==> config.mk <==
export PLATFORM = sky130hd
export DESIGN_NAME = tvp_config_sequencer
export DESIGN_NICKNAME = d
export VERILOG_FILES = /design/src/rtl/tvp_config_sequencer.sv
export SDC_FILE = /design/constraint.sdc
export NUM_CORES = 1
export LEC_CHECK = 0
export BUFFER_PORTS_ARGS = -buffer_cell sky130_fd_sc_hd__buf_2
export CORE_UTILIZATION = 53
export DETAILED_ROUTE_END_ITERATION = 12
export PLACE_DENSITY = 0.85
export SYNTH_ARGS = -nofsm -noshare
export SYNTH_HDL_FRONTEND = slang
export SYNTH_SLANG_ARGS = --single-unit
export TNS_END_PERCENT = 20
==> constraint.sdc <==
create_clock -name CLK -period 4.8 [get_ports CLK]
set_clock_uncertainty 0.2 [all_clocks]
set_input_delay 0.24 -clock CLK [delete_from_list [all_inputs] [get_ports CLK]]
set_output_delay 0.24 -clock CLK [all_outputs]
set_load 0.01 [all_outputs]
==> src/rtl/tvp_config_sequencer.sv <==
// tvp_config_sequencer: walks a register table and writes each entry to the TVP decoder over I2C
module tvp_config_sequencer #(
  parameter logic [6:0] DEV_ADDR       = 7'h5C,
  parameter int         NUM_ENTRIES    = 64,
  parameter int         STARTUP_CYCLES = 20000,
  parameter int         GAP_CYCLES     = 100,
  parameter int         DELAY_UNIT     = 1000,
  parameter int         MAX_RETRY      = 3
) (
  input  logic        CLK,
  input  logic        RESET,
  input  logic        START,
  output logic [7:0]  TBL_IDX,
  input  logic [15:0] TBL_ENTRY,
  output logic        I2C_REQ,
  output logic [6:0]  I2C_DEV,
  output logic [7:0]  I2C_REG,
  output logic [7:0]  I2C_DATA,
  input  logic        I2C_DONE,
  input  logic        I2C_NACK,
  output logic        BUSY,
  output logic        DONE,
  output logic        ERROR,
  output logic [7:0]  ERR_IDX
);
  localparam logic [3:0] S_IDLE     = 4'd0;
  localparam logic [3:0] S_PWRWAIT  = 4'd1;
  localparam logic [3:0] S_FETCH    = 4'd2;
  localparam logic [3:0] S_DECODE   = 4'd3;
  localparam logic [3:0] S_ISSUE    = 4'd4;
  localparam logic [3:0] S_GAP      = 4'd5;
  localparam logic [3:0] S_DELAY    = 4'd6;
  localparam logic [3:0] S_COMPLETE = 4'd7;
  localparam logic [3:0] S_FAIL     = 4'd8;
  localparam int W1   = STARTUP_CYCLES > GAP_CYCLES ? STARTUP_CYCLES : GAP_CYCLES;
  localparam int WMAX = W1 > 255 * DELAY_UNIT ? W1 : 255 * DELAY_UNIT;
  localparam int CW   = $clog2(WMAX + 1);
  localparam logic [7:0] LAST = 8'(NUM_ENTRIES - 1);
  localparam logic [7:0] MR   = 8'(MAX_RETRY);
  logic [3:0]    state;
  logic [CW-1:0] cnt;
  logic [CW-1:0] dly;
  logic [7:0]    tries;
  logic          again;
  logic [3:0]    adv_state;
  logic [7:0]    adv_idx;
  // status outputs, delay length and where the walk goes after finishing an entry
  always_comb begin
    adv_state = TBL_IDX == LAST ? S_COMPLETE : S_FETCH;
    adv_idx = TBL_IDX == LAST ? TBL_IDX : TBL_IDX + 8'd1;
    dly = CW'(TBL_ENTRY[7:0]) * CW'(DELAY_UNIT);
    I2C_REQ = state == S_ISSUE;
    I2C_DEV = DEV_ADDR;
    BUSY = !(state == S_IDLE || state == S_COMPLETE || state == S_FAIL);
    DONE = state == S_COMPLETE;
    ERROR = state == S_FAIL;
  end
  // sequencer: one shared down-counter times power-up wait, inter-write gap and table delays
  always_ff @(posedge CLK) begin
    if (RESET) begin
      state <= S_IDLE;
      TBL_IDX <= '0;
      I2C_REG <= '0;
      I2C_DATA <= '0;
      ERR_IDX <= '0;
      cnt <= '0;
      tries <= '0;
      again <= 1'b0;
    end else begin
      case (state)
        S_IDLE, S_COMPLETE, S_FAIL:
          if (START) begin
            state <= S_PWRWAIT;
            TBL_IDX <= '0;
            ERR_IDX <= '0;
            cnt <= CW'(STARTUP_CYCLES - 1);
          end
        S_PWRWAIT:
          if (cnt == '0) state <= S_FETCH;
          else cnt <= cnt - CW'(1);
        S_FETCH: state <= S_DECODE;
        S_DECODE: begin
          I2C_REG <= TBL_ENTRY[15:8];
          I2C_DATA <= TBL_ENTRY[7:0];
          tries <= '0;
          if (TBL_ENTRY[15:8] != 8'hFF) state <= S_ISSUE;
          else if (TBL_ENTRY[7:0] == 8'd0) begin
            state <= adv_state;
            TBL_IDX <= adv_idx;
          end else begin
            state <= S_DELAY;
            cnt <= dly - CW'(1);
          end
        end
        S_ISSUE:
          if (I2C_DONE) begin
            if (!I2C_NACK || tries != MR) begin
              state <= S_GAP;
              cnt <= CW'(GAP_CYCLES - 1);
              again <= I2C_NACK;
              tries <= tries + {7'd0, I2C_NACK};
            end else begin
              state <= S_FAIL;
              ERR_IDX <= TBL_IDX;
            end
          end
        S_GAP:
          if (cnt != '0) cnt <= cnt - CW'(1);
          else if (again) state <= S_ISSUE;
          else begin
            state <= adv_state;
            TBL_IDX <= adv_idx;
          end
        S_DELAY:
          if (cnt != '0) cnt <= cnt - CW'(1);
          else begin
            state <= adv_state;
            TBL_IDX <= adv_idx;
          end
        default: state <= S_IDLE;
      endcase
    end
  end
endmodule

==> results of run 1 <==
[cells in the final DEF (no fill, tap or decap), drive strengths merged, types with 4 or more instances in the layout]
cell and instances:
nand2 74, buf 69, dfxtp 63, nor2 62, a21oi 53, ha 47
inv 46, o21ai 31, xnor2 21, fa 21, nand3 19, xor2 16
nor3 15, a211oi 10, dlygate4sd3 10, nand2b 9, or3 9, clkbuf 9
nor4 8, nand4 7, conb 7, o21a 5, and3 5, o22ai 5
or4 4
[worst register-to-register path: cells and delay by family (launching register included)]
family,cells,cell delay (ns)
AND/OR/NAND/NOR,4,1.56
AO/OA/AOI/OAI,4,0.67
flip-flops,1,0.44
buffers and inverters,1,0.28
[repair_timing]
action | 4_1_cts | 5_1_grt
gates resized for setup | 0 | 0
hold endpoints to repair | 10 | 0
hold buffers | 10 | 0
[stage by stage]
stage          hold WS (ns)  instances  cell area (µm²)  setup slack [ns]  util, %
4_1_cts              0.0108        795             5680             0.281     63.9
5_1_grt              0.0300        795             5680            0.0468     63.9
3_3_place_gp          0.239        769             5340            0.0701     60.0
6_report             0.0173        795             5680             0.259     63.9
2_1_floorplan         0.176        622             4980             0.206        -
3_5_place_dp          0.245        769             5340           -0.0764     60.0
[synth_stat cells, types with 2 or more instances]
cell type / instances
a211oi_1: 10
a21o_1: 2
a21oi_1: 52
a221oi_1: 2
a22o_1: 2
a22oi_1: 3
a311oi_1: 2
a31o_2: 2
a31oi_1: 3
and2_1: 2
and3_1: 5
buf_2: 4
buf_4: 8
clkbuf_1: 16
conb_1: 2
dfxtp_1: 63
fa_1: 21
ha_1: 47
inv_1: 45
mux2i_1: 2
nand2_1: 74
nand2b_1: 9
nand3_1: 19
nand4_1: 7
nand4b_1: 2
nor2_1: 62
nor2b_1: 3
nor3_1: 14
nor4_1: 6
nor4_4: 2
o2111ai_1: 2
o211ai_1: 2
o21a_1: 5
o21ai_0: 31
o221ai_1: 3
o22ai_1: 5
o31ai_1: 3
o41ai_1: 2
or3_1: 9
or4_1: 4
xnor2_1: 21
xor2_1: 16
[final cells by class]
cell class / count / share of cell area, %
Clock inverter: 7 / 2.11
Sequential cell: 63 / 22.2
Inverter: 45 / 2.97
Timing Repair Buffer: 79 / 8.41
Clock buffer: 9 / 2.18
Tap cell: 108 / 2.38
Multi-Input combinational cell: 484 / 59.8
[power by group]
part | leakage (µW) | internal [µW] | total (µW) | switching (µW)
clock | 0.000120 | 347 | 583 | 236
sequential | 0.000511 | 597 | 693 | 96.4
combinational | 0.00184 | 782 | 1930 | 1150
[per-layer routing]
layer	vias up	routed length, µm
li1	2271	-
met1	2217	5200
met2	201	6120
met3	40	796
met4	0	450
met5	-	0
[final timing paths]
check,endpoint,slack [ns],cells past startpoint
max reg2reg,cnt[3],1.52,9
min,I2C_DATA[3],0.02,3
max,cnt[15],0.26,17
min reg2reg,I2C_DATA[2],0.26,2
[state kept, by name, summed over array words and instances (netlist names)]
name	cells
ERR_IDX	8
I2C_DATA	8
I2C_REG	8
TBL_IDX	8
again	1
cnt	18
state	4
tries	8
[cells by family (layout without fill, tap and decap cells)]
group | count (synthesis) | count (layout) | share of synthesized area [%]
adders and majority gates | 68 | 68 | 20.3
other | 2 | 7 | 0.151
xor gates and xnor gates | 37 | 37 | 6.54
AOI/OAI and AO/OA | 143 | 143 | 18.2
muxes | 2 | 2 | 0.404
DFF | 63 | 63 | 25.4
and+or+nand+nor | 227 | 227 | 22.4
buffers and inverters | 75 | 140 | 6.54
==> flow_metrics.env, run 1 <==
export IMPL_critPathMaxFanout=4
export IMPL_leakagePower_uw=0.00247
export IMPL_critPathMostFrequentCell="fa_1"
export IMPL_worst_slew_pin_slew_ns=1.08
export IMPL_met2_usage_pct=44.7
export IMPL_cts_clk_slew_worst_paths_ns=0.08
export IMPL_ys_seq_area_share_pct=25.4
export IMPL_ant_nets=0
export IMPL_cts_sinks=63
export IMPL_period_share_pct=94.6
export IMPL_gr_max_usage_layer="met2"
export IMPL_port_buffers=56
export IMPL_die_x_um=98.7
export IMPL_synth_seq_cells=63
export IMPL_rows=34
export IMPL_yosys_warnings=0
export IMPL_fmax_mhz=220
export IMPL_synth_area_um2=4960
export IMPL_clk_latency_ns=0.36
export IMPL_total_power_uw=3210
export IMPL_rsz0062_at_grt="no"
export IMPL_setup_tns_ns=0
export IMPL_grt_pass1_vias=4667
export IMPL_gp_congestion=0.883
export IMPL_die_area_um2=9740
export IMPL_antenna_found_initial=0
export IMPL_hpwlAfterDp_um=8850
export IMPL_cpPeakStageDelay_ns=0.60
export IMPL_clk_path_buf_depth=2
export IMPL_drive_gt1_share_pct=14.1
export IMPL_synth_edf_count=0
export IMPL_dr_pass1_iters=5
export IMPL_cts_tree="yes"
export IMPL_hold_class="primary input to flop"
export IMPL_async_reset_ff_share_pct=0
export IMPL_hold_violations=0
export IMPL_ir_worst_vdd_uv=259
export IMPL_startpoint="TBL_ENTRY[0]"
export IMPL_cts_max_level=3
export IMPL_multi_input_comb_area_um2=3400
export IMPL_timing_rr_start="state[1]"
export IMPL_synthCells=617
export IMPL_synth_avg_cell_area_um2=8.03
export IMPL_regArea_um2=1260
export IMPL_critPathArrivalTime_ns=4.60
export IMPL_area_growth_pct=14.6
export IMPL_max_cap_viol_count=0
export IMPL_root_buffer="clkbuf_8"
export IMPL_nFillCells=709
export IMPL_min_period_ns=4.54
export IMPL_finalSetupViolations=0
export IMPL_num_antenna_cells=0
export IMPL_critical_path_slowest_cell="fa_1"
export IMPL_synth_main_ff_cell="dfxtp_1"
export IMPL_drc=0
export IMPL_endpoint_kind="flop"
export IMPL_postCtsSetupBuffers=0
export IMPL_cp_top_family="adder cells"
export IMPL_outcome="completed"
export IMPL_die_h_um=98.7
export IMPL_slew_violations=0
export IMPL_nets=771
export IMPL_synth_top_area_cell="dfxtp_1"
export IMPL_initial_utilization_pct=55.8
export IMPL_crit_chain="buf_2 -> fa_1 -> xor2_1 -> ha_1 -> fa_1 -> inv_1 -> fa_1 -> inv_1 -> ha_1 -> and3_1 -> a22o_1 -> o41ai_1 -> xnor2_1 -> buf_4 -> xnor2_1 -> nand2_1 -> a311oi_1"
export IMPL_grt_max_degree=54
export IMPL_cts_buffers=9
export IMPL_synth_top_area_share_pct=25.4
export IMPL_grtUsageMet3_pct=4.96
export IMPL_ys_types=65
export IMPL_routed_wl_um=12600
export IMPL_met1_usage_pct=32.3
export IMPL_global_route_overflow_total=0
export IMPL_crit_buf_inv=4
export IMPL_route_detailed_wl_per_inst_um=15.8
export IMPL_vias_per_cell=5.95
export IMPL_track_usage_pct=26.7
export IMPL_grt_pass1_wl_um=21100
export IMPL_drt_iter0_drc=341
export IMPL_slew_headroom_pct=27.8
export IMPL_hp_start="TBL_ENTRY[3]"
export IMPL_io_pins=64
export IMPL_startpoint_type="primary input"
export IMPL_crit_required_ns=4.86
export IMPL_powerDensity_nw_per_um2=564
export IMPL_num_vias=4729
export IMPL_synth_area_top_cells="dfxtp_1 25%, ha_1 12%, fa_1 8.5%"
export IMPL_critPathKind="primary input to flop"
export IMPL_core_um2=8890
Power figures use the tool's default switching activity.
==> run 2: changes to the inputs <==
CELL_PAD_IN_SITES_DETAIL_PLACEMENT = 1   (was not set)
CELL_PAD_IN_SITES_GLOBAL_PLACEMENT = 1   (was not set)
CORE_MARGIN = 2   (was not set)
CORE_UTILIZATION = 40   (was 53)
PLACE_DENSITY = 0.86   (was 0.85)
==> run 2 against run 1 <==
  * Critical path depth decreased by 1
  * Combinational power up 6%
  * Via count down 0.74%
  * Routed wire length grew 19%
  * Global-route usage is 3.8 points lower
  * First-iteration DRC count shrank 27%
  * Die area rose by 36%
  * Total power grew 6.7%
  * Critical path type unchanged
  * Highest routed layer unchanged
==> flow_metrics.env, run 2 (synthesized netlist as in run 1, its figures left out) <==
export IMPL_rows=40
export IMPL_gp_congestion=0.841
export IMPL_clk_path_buf_depth=2
export IMPL_rsz0062_at_grt="yes"
export IMPL_final_area_um2=5850
export IMPL_ir_worst_vdd_uv=208
export IMPL_final_common_cell="nand2_1"
export IMPL_critPathMaxFanout=4
export IMPL_powerDensity_nw_per_um2=585
export IMPL_die_x_um=115
export IMPL_hold_violations=0
export IMPL_crit_buf_inv=3
export IMPL_io_pins=64
export IMPL_ant_nets=0
export IMPL_final_cell_mix="74 x nand2_1, 63 x dfxtp_1, 62 x nor2_1"
export IMPL_postCtsSetupBuffers=0
export IMPL_route_detailed_wl_per_inst_um=17.4
export IMPL_cts_tree="yes"
export IMPL_root_buffer="clkbuf_16"
export IMPL_routed_wl_um=14900
export IMPL_max_cap_viol_count=0
export IMPL_vias_per_cell=5.48
export IMPL_drc=0
export IMPL_pre_cts_ws_ns=-0.188
export IMPL_drt_iter0_drc=248
export IMPL_core_um2=12100
export IMPL_area_growth_pct=17.9
export IMPL_nFillCells=1493
export IMPL_finalSetupViolations=0
export IMPL_slew_headroom_pct=23.3
export IMPL_grt_pass1_wl_um=24500
export IMPL_crit_cells=16
export IMPL_port_buffers=56
export IMPL_min_period_ns=4.59
export IMPL_placed_area_um2=5440
export IMPL_total_power_uw=3420
export IMPL_critPathKind="primary input to flop"
export IMPL_hold_class="primary input to flop"
export IMPL_hold_depth=3
export IMPL_die_h_um=115
export IMPL_antenna_found_initial=0
export IMPL_cpPeakStageDelay_ns=0.55
export IMPL_regArea_um2=1260
export IMPL_die_area_um2=13300
export IMPL_startpoint_type="primary input"
export IMPL_timing_final_ws_setup_ns=0.206
export IMPL_critPathArrivalTime_ns=4.62
export IMPL_crit_chain="buf_2 -> fa_1 -> inv_1 -> fa_1 -> fa_1 -> fa_1 -> inv_1 -> ha_1 -> o21a_1 -> o21ai_0 -> a22oi_1 -> or4_1 -> nand3_1 -> nor4b_2 -> xnor2_1 -> a31o_2"
export IMPL_cp_top_family="adder cells"
export IMPL_hpwlAfterDp_um=10700
export IMPL_clk_latency_ns=0.34
export IMPL_grt_pass1_vias=5046
export IMPL_nets=773
export IMPL_worst_slew_pin_slew_ns=1.15
export IMPL_leakagePower_uw=0.00252
export IMPL_multi_input_comb_area_um2=3410
export IMPL_cts_sinks=63
export IMPL_r2r_cells=8
export IMPL_cts_clk_slew_worst_paths_ns=0.05
export IMPL_grt_max_degree=54
export IMPL_critical_path_slowest_cell="fa_1"
export IMPL_track_usage_pct=22.9
export IMPL_initial_utilization_pct=41.1
export IMPL_largest_reg_flops=18
export IMPL_slew_violations=0
export IMPL_fmax_mhz=218
export IMPL_period_share_pct=95.7
export IMPL_top_register="cnt"
export IMPL_cts_buffers=9
export IMPL_endpoint_kind="flop"
export IMPL_drive_gt1_share_pct=14.9
export IMPL_dr_pass1_iters=4
export IMPL_fin_hold_ws_ns=0.0219
export IMPL_global_route_overflow_total=0
export IMPL_num_vias=4694
export IMPL_crit_required_ns=4.82
export IMPL_critPathMostFrequentCell="fa_1"
export IMPL_outcome="completed"
export IMPL_num_antenna_cells=0
export IMPL_cts_max_level=3
## run 2: cell types whose count changed in the layout (fill, tap and decap cells not counted), moves of 2 or more
cell / previous run / this run
clkbuf_8: 9 / 1
buf_4: 13 / 17
clkbuf_16: 0 / 9
dlygate4sd3_1: 10 / 8
bufinv_16: 3 / 1
## run 2: where the power goes
| group | switching (µW) | total, µW | internal (µW) |
|---|---|---|---|
| registers | 95.8 | 694 | 598 |
| clock network | 260 | 679 | 419 |
| logic | 1240 | 2050 | 805 |
## run 2: area by class of cell
class | instances | share of cell area (%)
clock buffer | 10 | 4.09
clock inverter | 6 | 1.18
inverter | 45 | 2.89
multi-input combinational | 484 | 58.3
sequential | 63 | 21.6
tap | 168 | 3.60
timing repair buffer | 81 | 8.35
## run 2: timing repair
item,CTS,global route
setup endpoints to repair,0,2
hold buffers,8,0
endpoints found under the hold margin,8,0
resized for setup,0,2
## run 2: metal layers
metal | GRT usage (%) | up-vias | part of all wire (%)
met2 | 42.4 | 76 | 53
met1 | 26.8 | 2332 | 43
li1 | - | 2263 | -
met4 | 6.18 | 0 | 1.6
met3 | 4.48 | 23 | 2.6
met5 | 0 | - | 0
## run 2: tightest hold or removal path, cell delays in order
cell and delay (ns):
buf_2 0.11, nand2_1 0.07, a21oi_1 0.08
## run 2: path summary, 6_finish.rpt
kind           startpoint           to  slack (ns)
max          TBL_ENTRY[1]      cnt[17]        0.21
min          TBL_ENTRY[9]   I2C_REG[1]        0.02
max reg2reg      state[1]   TBL_IDX[3]        1.43
min reg2reg   I2C_DATA[0]  I2C_DATA[0]        0.26
## run 2: metrics by stage
stage / utilization [%] / TNS, ns / std cells
after floorplan: - / 0 / 622
after global placement: 45.1 / 0 / 833
after detailed placement: 45.1 / -0.478 / 833
after CTS: 48.4 / 0 / 857
after global routing: 48.5 / -0.0180 / 857
final: 48.5 / 0 / 857
==> run 3: changes to the inputs <==
CORE_ASPECT_RATIO = 0.75   (was not set)
==> run 3 against run 2 <==
  * Count of clock-buffer cells in the layout grew 1
  * Combinational power shrank 2%
  * Clock power shrank 9.6%
  * Register-to-register slack lost 0.29 ns
  * First-iteration DRC count grew 0.40%
  * Die area is essentially flat
  * Highest routed layer unchanged
==> flow_metrics.env, run 3 (synthesized netlist as in run 1, its figures left out) <==
export IMPL_postCtsSetupBuffers=0
export IMPL_setup_tns_ns=0
export IMPL_leakagePower_uw=0.00248
export IMPL_track_usage_pct=23.1
export IMPL_multi_input_comb_area_um2=3400
export IMPL_critPathMaxFanout=6
export IMPL_grt_pass1_vias=4995
export IMPL_fmax_mhz=219
export IMPL_gp_congestion=0.879
export IMPL_endpoint_kind="flop"
export IMPL_drc=0
export IMPL_nFillCells=1530
export IMPL_ir_worst_vdd_uv=213
export IMPL_hpwlAfterDp_um=11000
export IMPL_nets=770
export IMPL_max_cap_viol_count=0
export IMPL_die_x_um=133
export IMPL_cts_clk_slew_worst_paths_ns=0.05
export IMPL_ant_nets=0
export IMPL_rsz0062_at_grt="no"
export IMPL_global_route_overflow_total=0
export IMPL_core_um2=12200
export IMPL_num_antenna_cells=0
export IMPL_cts_sinks=63
export IMPL_powerDensity_nw_per_um2=575
export IMPL_grt_pass1_wl_um=25100
export IMPL_dr_pass1_iters=4
export IMPL_rows=35
export IMPL_clk_path_buf_depth=2
export IMPL_startpoint_type="primary input"
export IMPL_port_buffers=56
export IMPL_antenna_found_initial=0
export IMPL_final_cell_mix="74 x nand2_1, 63 x dfxtp_1, 62 x nor2_1"
export IMPL_die_h_um=100
export IMPL_vias_per_cell=5.60
export IMPL_critPathArrivalTime_ns=4.58
export IMPL_area_growth_pct=16.7
export IMPL_drive_gt1_share_pct=14.1
export IMPL_root_buffer="clkbuf_16"
export IMPL_hold_class="primary input to flop"
export IMPL_routed_wl_um=14700
export IMPL_grt_max_degree=43
export IMPL_worst_slew_pin_slew_ns=1.19
export IMPL_regArea_um2=1260
export IMPL_num_vias=4767
export IMPL_cts_max_level=3
export IMPL_finalSetupViolations=0
export IMPL_outcome="completed"
export IMPL_min_period_ns=4.56
export IMPL_io_pins=64
export IMPL_slew_headroom_pct=20.7
export IMPL_drt_iter0_drc=249
export IMPL_largest_reg_flops=18
export IMPL_final_area_um2=5790
export IMPL_hold_violations=0
export IMPL_top_register="cnt"
export IMPL_slew_violations=0
export IMPL_period_share_pct=95.0
export IMPL_route_detailed_wl_per_inst_um=17.3
export IMPL_die_area_um2=13300
export IMPL_final_common_cell="nand2_1"
export IMPL_clk_latency_ns=0.33
export IMPL_critPathKind="primary input to flop"
export IMPL_initial_utilization_pct=40.7
export IMPL_cts_buffers=9
export IMPL_crit_required_ns=4.82
export IMPL_cts_tree="yes"
export IMPL_placed_area_um2=5410
run 3: routing by layer:
metal	up-vias	routed length (µm)	part of all wire (%)	GRT usage [%]
met1	2369	6680	45	29.7
met4	0	184	1.2	5.96
li1	2257	-	-	-
met3	20	774	5.2	5.00
met2	121	7110	48	39.8
met5	-	0	0	0
run 3: report_power, final:
group / total, µW / leakage [µW] / switching [µW] / internal, µW
Combinational: 2010 / 0.00184 / 1240 / 778
Clock: 614 / 0.000134 / 239 / 375
Sequential: 698 / 0.000511 / 100 / 598
run 3: cell type report:
class,instances,share of cell area (%)
Clock inverter,5,0.562
Inverter,45,2.92
Multi-Input combinational cell,484,58.7
Timing Repair Buffer,78,8.09
Sequential cell,63,21.8
Tap cell,166,3.59
Clock buffer,11,4.37
run 3: what timing repair did:
action,CTS,global route
endpoints found under the hold margin,9,0
resized for setup,0,0
hold buffers,9,0
run 3: worst max-delay path: stages:
cell and delay [ns]:
buf_2 0.17, inv_1 0.13, fa_1 0.50, fa_1 0.51
inv_1 0.05, fa_1 0.45, ha_1 0.30, ha_1 0.34
o21a_1 0.23, o21ai_0 0.35, a22oi_1 0.23, or4_1 0.44
nand3_1 0.17, nor4b_2 0.07, xnor2_1 0.14, a31o_2 0.24
run 3: through the flow:
step	utilization, %	hold slack, ns	worst slack [ns]	total power [µW]	instances
2_1_floorplan	-	0.176	0.206	2160	622
3_3_place_gp	44.5	0.241	0.0617	2550	827
3_5_place_dp	44.5	0.248	-0.0679	2670	827
4_1_cts	47.5	0.00761	0.254	3320	852
5_1_grt	47.5	0.0282	0.00418	3610	852
6_report	47.5	0.0146	0.240	3330	852
run 3: final timing paths:
| path | slack [ns] | cells past startpoint | start | endpoint |
|---|---|---|---|---|
| max | 0.24 | 16 | TBL_ENTRY[3] | cnt[17] |
| min | 0.01 | 3 | TBL_ENTRY[4] | I2C_DATA[4] |
| max reg2reg | 1.14 | 8 | state[1] | TBL_IDX[6] |
| min reg2reg | 0.26 | 2 | I2C_DATA[1] | I2C_DATA[1] |
